**config.mk**
```make
export PLATFORM = sky130hd
export DESIGN_NAME = vga_control_module_flat
export DESIGN_NICKNAME = d
export VERILOG_FILES = /design/src/rtl/vga_pkg.sv /design/src/rtl/vga_control_module_if.sv /design/src/rtl/vga_control_module_rect_hit.sv /design/src/rtl/vga_control_module.sv /design/src/flat_wrapper.sv
export SDC_FILE = /design/constraint.sdc
export NUM_CORES = 1
export LEC_CHECK = 0
export CORE_AREA = 2 2 39 41
export CTS_BUF_LIST = sky130_fd_sc_hd__clkbuf_2 sky130_fd_sc_hd__clkbuf_4 sky130_fd_sc_hd__clkbuf_8
export CTS_CLUSTER_DIAMETER = 40
export CTS_CLUSTER_SIZE = 28
export DETAILED_ROUTE_END_ITERATION = 10
export DIE_AREA = 0 0 41 43
export PLACE_DENSITY_LB_ADDON = 0.25
export SETUP_SLACK_MARGIN = 0.4
export SLEW_MARGIN = 5
export SYNTH_ARGS = -nofsm -noshare
export SYNTH_HDL_FRONTEND = slang
export SYNTH_SLANG_ARGS = --single-unit
```
**constraint.sdc**
```tcl
create_clock -name VGA_CLK -period 1.6 [get_ports VGA_CLK]
set_input_delay 0.4 -clock VGA_CLK [delete_from_list [all_inputs] [get_ports VGA_CLK]]
set_output_delay 0.4 -clock VGA_CLK [all_outputs]
set_load 0.02 [all_outputs]
```
**src/rtl/vga_pkg.sv**
```systemverilog
// Shared VGA constants: visible area, RGB 3:3:2 colour type, colour
// constants and the bit positions of each channel in a packed colour.
package vga_pkg;

   localparam int unsigned PIX_W    = 10;
   localparam int unsigned H_ACTIVE = 640;
   localparam int unsigned V_ACTIVE = 480;

   typedef logic [7:0] rgb332_t;

   localparam rgb332_t C_BLANK  = 8'h00;
   localparam rgb332_t C_BG     = 8'h03;
   localparam rgb332_t C_FILL   = 8'hE0;
   localparam rgb332_t C_BORDER = 8'hFF;

   localparam int unsigned R_HI = 7;
   localparam int unsigned R_LO = 5;
   localparam int unsigned G_HI = 4;
   localparam int unsigned G_LO = 2;
   localparam int unsigned B_HI = 1;
   localparam int unsigned B_LO = 0;

endpackage

```
**src/rtl/vga_control_module_if.sv**
```systemverilog
// Pixel coordinate/active-video inputs and RGB 3:3:2 DAC outputs of the
// colour generator, grouped so the sync block and DAC side connect as one.
interface vga_control_module_if;
   import vga_pkg::*;

   logic [PIX_W-1:0] X;
   logic [PIX_W-1:0] Y;
   logic             valid;
   logic [2:0]       VGA_R;
   logic [2:0]       VGA_G;
   logic [1:0]       VGA_B;

   modport master (output X, output Y, output valid,
                   input VGA_R, input VGA_G, input VGA_B);
   modport slave  (input X, input Y, input valid,
                   output VGA_R, output VGA_G, output VGA_B);

endinterface

```
**src/rtl/vga_control_module_rect_hit.sv**
```systemverilog
// Combinational rectangle hit test: is the pixel inside the rectangle, and
// if so, does it fall in the inner border band of width BORDER.
module rect_hit
   import vga_pkg::*;
#(
   parameter int unsigned RECT_X0 = 200,
   parameter int unsigned RECT_X1 = 439,
   parameter int unsigned RECT_Y0 = 150,
   parameter int unsigned RECT_Y1 = 329,
   parameter int unsigned BORDER  = 4
) (
   input  logic [PIX_W-1:0] x,
   input  logic [PIX_W-1:0] y,
   output logic             in_rect,
   output logic             on_border
);

   // 11-bit limits so X0+BORDER cannot wrap; X1-BORDER clamps at 0, which is
   // harmless because in that case the left band already covers the rectangle.
   localparam logic [PIX_W:0] X_LO  = 11'(RECT_X0);
   localparam logic [PIX_W:0] X_HI  = 11'(RECT_X1);
   localparam logic [PIX_W:0] Y_LO  = 11'(RECT_Y0);
   localparam logic [PIX_W:0] Y_HI  = 11'(RECT_Y1);
   localparam logic [PIX_W:0] XB_LO = 11'(RECT_X0 + BORDER);
   localparam logic [PIX_W:0] YB_LO = 11'(RECT_Y0 + BORDER);
   localparam logic [PIX_W:0] XB_HI = 11'((RECT_X1 >= BORDER) ? (RECT_X1 - BORDER) : 0);
   localparam logic [PIX_W:0] YB_HI = 11'((RECT_Y1 >= BORDER) ? (RECT_Y1 - BORDER) : 0);

   logic [PIX_W:0] xe;
   logic [PIX_W:0] ye;

   always_comb begin
      xe        = {1'b0, x};
      ye        = {1'b0, y};
      in_rect   = (xe >= X_LO) && (xe <= X_HI) && (ye >= Y_LO) && (ye <= Y_HI);
      on_border = in_rect && ((xe < XB_LO) || (xe > XB_HI) ||
                              (ye < YB_LO) || (ye > YB_HI));
   end

endmodule

```
**src/rtl/vga_control_module.sv**
```systemverilog
// Pixel colour generator: one bordered rectangle on a solid background,
// blanked outside active video, registered once on VGA_CLK.
module vga_control_module
   import vga_pkg::*;
#(
   parameter int unsigned RECT_X0 = 200,
   parameter int unsigned RECT_X1 = 439,
   parameter int unsigned RECT_Y0 = 150,
   parameter int unsigned RECT_Y1 = 329,
   parameter int unsigned BORDER  = 4
) (
   input  logic                 VGA_CLK,
   input  logic                 RST_N,
   vga_control_module_if.slave  vga
);

   if (!(RECT_X0 <= RECT_X1 && RECT_X1 < H_ACTIVE &&
         RECT_Y0 <= RECT_Y1 && RECT_Y1 < V_ACTIVE && BORDER >= 1)) begin : g_bad_params
      $error("vga_control_module: illegal rectangle geometry");
   end

   logic    in_rect;
   logic    on_border;
   logic    blank;
   rgb332_t rgb_d;
   rgb332_t rgb_q;

   rect_hit #(
      .RECT_X0 (RECT_X0),
      .RECT_X1 (RECT_X1),
      .RECT_Y0 (RECT_Y0),
      .RECT_Y1 (RECT_Y1),
      .BORDER  (BORDER)
   ) u_rect_hit (
      .x         (vga.X),
      .y         (vga.Y),
      .in_rect   (in_rect),
      .on_border (on_border)
   );

   always_comb begin
      blank = !vga.valid ||
              (vga.X >= PIX_W'(H_ACTIVE)) ||
              (vga.Y >= PIX_W'(V_ACTIVE));
      rgb_d = C_BG;
      if (blank)          rgb_d = C_BLANK;
      else if (on_border) rgb_d = C_BORDER;
      else if (in_rect)   rgb_d = C_FILL;
   end

   // RST_N is active-high despite its name.
   always_ff @(posedge VGA_CLK) begin
      if (RST_N) rgb_q <= C_BLANK;
      else       rgb_q <= rgb_d;
   end

   assign vga.VGA_R = rgb_q[R_HI:R_LO];
   assign vga.VGA_G = rgb_q[G_HI:G_LO];
   assign vga.VGA_B = rgb_q[B_HI:B_LO];

endmodule

```
**src/flat_wrapper.sv**
```systemverilog
// flat-port wrapper written by rule: the top's interface ports become plain ports
module vga_control_module_flat import vga_pkg::*;
#(
   parameter int unsigned RECT_X0 = 200,
   parameter int unsigned RECT_X1 = 439,
   parameter int unsigned RECT_Y0 = 150,
   parameter int unsigned RECT_Y1 = 329,
   parameter int unsigned BORDER  = 4
)
  (VGA_CLK, RST_N, vga_X, vga_Y, vga_valid, vga_VGA_R, vga_VGA_G, vga_VGA_B);
  vga_control_module_if vga_i ();
  input  logic VGA_CLK;
  input  logic RST_N;
  input wire logic [$bits(vga_i.X)-1:0] vga_X;
  input wire logic [$bits(vga_i.Y)-1:0] vga_Y;
  input wire logic [$bits(vga_i.valid)-1:0] vga_valid;
  output wire logic [$bits(vga_i.VGA_R)-1:0] vga_VGA_R;
  output wire logic [$bits(vga_i.VGA_G)-1:0] vga_VGA_G;
  output wire logic [$bits(vga_i.VGA_B)-1:0] vga_VGA_B;
  assign vga_i.X = vga_X;
  assign vga_i.Y = vga_Y;
  assign vga_i.valid = vga_valid;
  assign vga_VGA_R = vga_i.VGA_R;
  assign vga_VGA_G = vga_i.VGA_G;
  assign vga_VGA_B = vga_i.VGA_B;
  vga_control_module #(.RECT_X0(RECT_X0), .RECT_X1(RECT_X1), .RECT_Y0(RECT_Y0), .RECT_Y1(RECT_Y1), .BORDER(BORDER)) u_core (.VGA_CLK(VGA_CLK), .RST_N(RST_N), .vga(vga_i));
endmodule
```
==> results.toml, run 1 <==
[yosys]
avgSynthCellArea_um2 = 8.59
synthTopCellsByArea = "dfxtp_1, buf_4, nand4bb_4, nor4_4, nor3_1"
synth_xor_area_frac = 0
synth_top_family_by_area = "compound AO/OA/AOI/OAI gates"
synth-edff-count = 0
syn-num-nets = 67
yosysSeqAreaShare = 0.159
synth_compound_area_frac = 0.381
synth_top_area_cell = "dfxtp_1"
ys_warn_count = 0
synth_simple_gate_area_share = 0.341
muxShareOfSynthArea = 0
synth_cells = 44
synthAdderAreaFrac = 0
ys.flop_type = "dfxtp_1"
synth_top_area_share = 0.159
netlist_area_um2 = 378
async_flop_share = 0
synthDistinctLibCells = 28
ys_ff_latch = 3

[cells_and_area]
final_common_cell = "buf_2"
final_cell_mix = "buf_2, buf_4, clkbuf_2, clkbuf_4"
fin_cells = 97
top_regs = "u_core.rgb_q x3"
largest-register = "u_core.rgb_q"
fin_nets = 105
syn2layout_area_growth_pct = 87.7
drive_gt1_frac = 0.630
largest_register_ffs = 3
antenna_cells = 0
fin_area_um2 = 709

[clock_tree]
cts_hold_buf = 0
cts-root-buf = "clkbuf_4"
clock-sinks = 3
clockBufferDepth = 2
htree_levels = 1
path_clk_slew_ns = 0.04
tritoncts = "yes"
numCtsBuffers = 3

[power_and_ir_drop]
power_density_nw_per_um2 = 498
ir_drop_mv = 0.245
total_power_mw = 0.353
power_leakage_nw = 0.320

[place]
gp_congestion = 0.707
dp_hpwl_um = 869
placed_cells = 90
dp_slack_ns = -0.292
numPortBuffers = 28
place_area_um2 = 694

[sta]
setup_viol = 0
hold_viol_final = 0
worst_slack_ns = 0.383
maxSlewHeadroom = 0.807
layout_min_cycle_time_ns = 1.22
slew_viol_final = 0
min_period_over_period = 0.761
fmax_ghz = 0.821
max_slew.worst_pin.slew_ns = 0.289
rsz0062_at_grt = "yes"

[setup_path]
critPathKind = "primary input to flop"
end_kind = "flop"
critPathArrivalTime_ns = 1.36
cp_data_required_time_ns = 1.75
start_kind = "primary input"
crit_fanout = 3

[flow_run]
drv_cap = 0

[detailed_routing]
drt_iter0_markers = 4
drtPass1Iterations = 3
drt-total-wl_um = 1110
route.vias.total = 507
wl_per_cell_um = 11.4
vias_per_cell = 5.23
drc = 0
ant_nets = 0

[floorplan]
initial_core_util = 0.273
die_w_um = 41
io_pins = 31
dieArea_um2 = 1760
die_h_um = 43
coreArea_um2 = 1380
rows = 14

[global_route]
antenna_found_initial = 0
track_usage = 0.126
grt_pass1_wl_um = 1640
grt_max_degree = 7
grt_pass1_vias = 472
grt_overflow = 0

[worst_hold_path]
hold_class = "primary input to flop"

[outcome]
status = "finished, final reports clean"
==> logic make-up after synthesis <==
logic type	count (synthesis)
AOI/OAI and AO/OA	19
buffers and inverters	7
DFF	3
and+or+nand+nor	15
==> per-layer routing <==
metal	up-vias	global-route usage	routed length, µm
li1	256	-	-
met1	228	0.153	487
met2	21	0.216	526
met3	2	0.00524	79
met4	0	0.0533	12
met5	-	0	0
==> worst max-delay path, cell delays in order <==
cell,delay (ns)
buf_8,0.09
nand4bb_4,0.24
a21o_1,0.18
a32o_2,0.23
a221oi_2,0.22
==> where the power goes <==
| part | switching, mW | total, mW | internal (mW) |
|---|---|---|---|
| logic | 0.0615 | 0.130 | 0.0688 |
| clock network | 0.0362 | 0.146 | 0.110 |
| registers | 0.000431 | 0.0768 | 0.0763 |
| total | 0.0981 | 0.353 | 0.255 |
==> layout make-up <==
cell class | instances | area, µm²
Sequential cell | 3 | 60.1
Fill cell | 147 | 674
Inverter | 2 | 7.51
Clock buffer | 4 | 30.0
Tap cell | 16 | 20.0
Timing Repair Buffer | 38 | 258
Multi-Input combinational cell | 34 | 334
==> per-stage QoR <==
stage	util	hold slack, ns	TNS (ns)
2_1_floorplan	-	0.578	0
3_3_place_gp	0.502	1.19	-0.725
3_5_place_dp	0.502	1.20	-0.805
4_1_cts	0.525	0.556	0
5_1_grt	0.513	0.600	0
6_report	0.513	0.570	0
==> worst paths after layout <==
path,start,to,slack [ns],cells past startpoint
setup / recovery,vga_Y[9],u_core.rgb_q[4],0.38,5
hold / removal,vga_Y[2],u_core.rgb_q[4],0.57,3
==> cells in the mapped netlist, types with 2 or more instances <==
cell	n
a311oi_1	2
inv_1	2
nor3_1	4
o21ai_0	4
a21oi_1	3
dfxtp_1	3
buf_4	5
==> repair_timing <==
item | CTS | global route
setup endpoints to repair | 11 | 4
resized for setup | 99 | 16
pin swaps | 16 | 7
setup buffers | 3 | 0
Note: power is estimated with default switching activity, not from simulation.
==> run 2: changes to the inputs <==
--- a/config.mk
+++ b/config.mk
@@ -5,12 +5,12 @@
 export SDC_FILE = /design/constraint.sdc
 export NUM_CORES = 1
 export LEC_CHECK = 0
-export CORE_AREA = 2 2 39 41
+export CORE_MARGIN = 2
+export CORE_UTILIZATION = 29
 export CTS_BUF_LIST = sky130_fd_sc_hd__clkbuf_2 sky130_fd_sc_hd__clkbuf_4 sky130_fd_sc_hd__clkbuf_8
 export CTS_CLUSTER_DIAMETER = 40
 export CTS_CLUSTER_SIZE = 28
 export DETAILED_ROUTE_END_ITERATION = 10
-export DIE_AREA = 0 0 41 43
 export PLACE_DENSITY_LB_ADDON = 0.25
 export SETUP_SLACK_MARGIN = 0.4
 export SLEW_MARGIN = 5
==> constraint.sdc (replaced) <==
create_clock -name VGA_CLK -period 1.1 [get_ports VGA_CLK]
set_input_delay 0.275 -clock VGA_CLK [delete_from_list [all_inputs] [get_ports VGA_CLK]]
set_output_delay 0.275 -clock VGA_CLK [all_outputs]
set_load 0.02 [all_outputs]
==> run 2 against run 1 <==
Net effect:
- the flow now finishes with violations (setup timing)
- clock power increased by 52%
- via count rose by 2.6%
- final area is 11% higher
- sequential cell count unchanged
- highest routed layer is now met3
==> results.toml, run 2 (same netlist as run 1, synthesis figures left out) <==
[clock_tree]
cts-root-buf = "clkbuf_4"
numCtsBuffers = 3
path_clk_slew_ns = 0.04
tritoncts = "yes"
htree_levels = 1
cts_hold_buf = 0
clockBufferDepth = 2
clock-sinks = 3

[floorplan]
rows = 13
coreArea_um2 = 1250
die_h_um = 40.1
io_pins = 31
initial_core_util = 0.302
dieArea_um2 = 1610
die_w_um = 40.1

[cells_and_area]
final_common_cell = "buf_4"
largest-register = "u_core.rgb_q"
fin_cells = 96
fin_nets = 105
drive_gt1_frac = 0.654
fin_util = 0.627
syn2layout_area_growth_pct = 108
antenna_cells = 0
fin_area_um2 = 786
top_regs = "u_core.rgb_q x3"
final_cell_mix = "buf_4, buf_6, buf_2, dlygate4sd2_1, clkbuf_2"
largest_register_ffs = 3

[setup_path]
critPathCapture = "u_core.rgb_q[4]"
critPathKind = "primary input to flop"
cp_cell_sequence = "buf_6 > a211o_1 > a311oi_2 > a221oi_4 > a221oi_2"
start_kind = "primary input"
cp_data_required_time_ns = 1.25
end_kind = "flop"
crit_fanout = 3
cpPeakStageDelay_ns = 0.34
slowest_stage = "a311oi_2"
critPathArrivalTime_ns = 1.31
crit_start = "vga_X[3]"

[sta]
setup_viol = 2
slew_viol_final = 0
fmax_ghz = 0.866
rsz0062_at_grt = "yes"
hold_viol_final = 0
max_slew.worst_pin.slew_ns = 0.287
min_period_over_period = 1.05
maxSlewHeadroom = 0.808
worst_slack_ns = -0.0551
layout_min_cycle_time_ns = 1.16

[power_and_ir_drop]
ir_drop_mv = 0.430
power_density_nw_per_um2 = 686
power_leakage_nw = 0.331

[global_route]
grt_pass1_vias = 494
grt_pass1_wl_um = 1970
track_usage = 0.177
grt_overflow = 0
grt_max_degree = 6
antenna_found_initial = 0

[detailed_routing]
route.vias.total = 520
drtPass1Iterations = 3
ant_nets = 0
wl_per_cell_um = 13.3
drt-total-wl_um = 1270
vias_per_cell = 5.42
drc = 0
drt_iter0_markers = 1

[worst_hold_path]
hp-start = "vga_Y[9]"
hold_class = "primary input to flop"

[place]
gp_congestion = 0.743
placed_cells = 90
numPortBuffers = 28
dp_hpwl_um = 897
place_area_um2 = 708

[outcome]
violations = "setup timing"
status = "complete, but fails checks"

[flow_run]
drv_cap = 0
[run 2: metrics by stage]
stage | setup TNS [ns] | setup slack [ns] | hold WS (ns) | power [mW]
floorplan | -0.127 | -0.0850 | 0.451 | 0.167
global placement | -2.55 | -0.647 | 1.05 | 0.297
detailed placement | -2.65 | -0.672 | 1.05 | 0.300
CTS | -0.105 | -0.0701 | 0.508 | 0.530
global route | -0.202 | -0.106 | 0.509 | 0.563
finish | -0.0653 | -0.0551 | 0.489 | 0.539
[run 2: layer usage]
layer	up-vias	part of all wire	GRT usage
li1	257	-	-
met1	242	0.40	0.191
met2	21	0.54	0.363
met3	0	0.067	0.0167
met4	0	0	0.0259
met5	-	0	0
[run 2: cell type report]
type | count | area, µm²
clock buffer | 4 | 30.0
fill | 124 | 467
inverter | 2 | 7.51
multi-input combinational | 34 | 354
sequential | 3 | 67.6
tap | 15 | 18.8
timing repair buffer | 38 | 308
[run 2: how the worst min path moves through the flow]
stage                      end  slack [ns]  cells after the start
6_report       u_core.rgb_q[6]        0.49                      5
5_1_grt        u_core.rgb_q[6]        0.51                      5
4_1_cts        u_core.rgb_q[6]        0.51                      5
3_5_place_dp   u_core.rgb_q[1]        1.05                      5
3_3_place_gp   u_core.rgb_q[1]        1.05                      5
2_1_floorplan  u_core.rgb_q[1]        0.45                      2
[run 2: critical path: cells and delay by family]
family,cells,cell delay [ns]
AO/OA/AOI/OAI,4,0.94
buffers and inverters,1,0.09
[run 2: what timing repair did]
item / 4_1_cts / 5_1_grt
gates resized for setup: 108 / 19
pin swaps: 14 / 8
buffers inserted: 1 / 1
setup endpoints to repair: 11 / 11
[run 2: power by group]
group	switching [mW]	internal, mW	total [mW]
Clock	0.0612	0.161	0.222
Sequential	0.00137	0.107	0.109
Combinational	0.0972	0.111	0.208
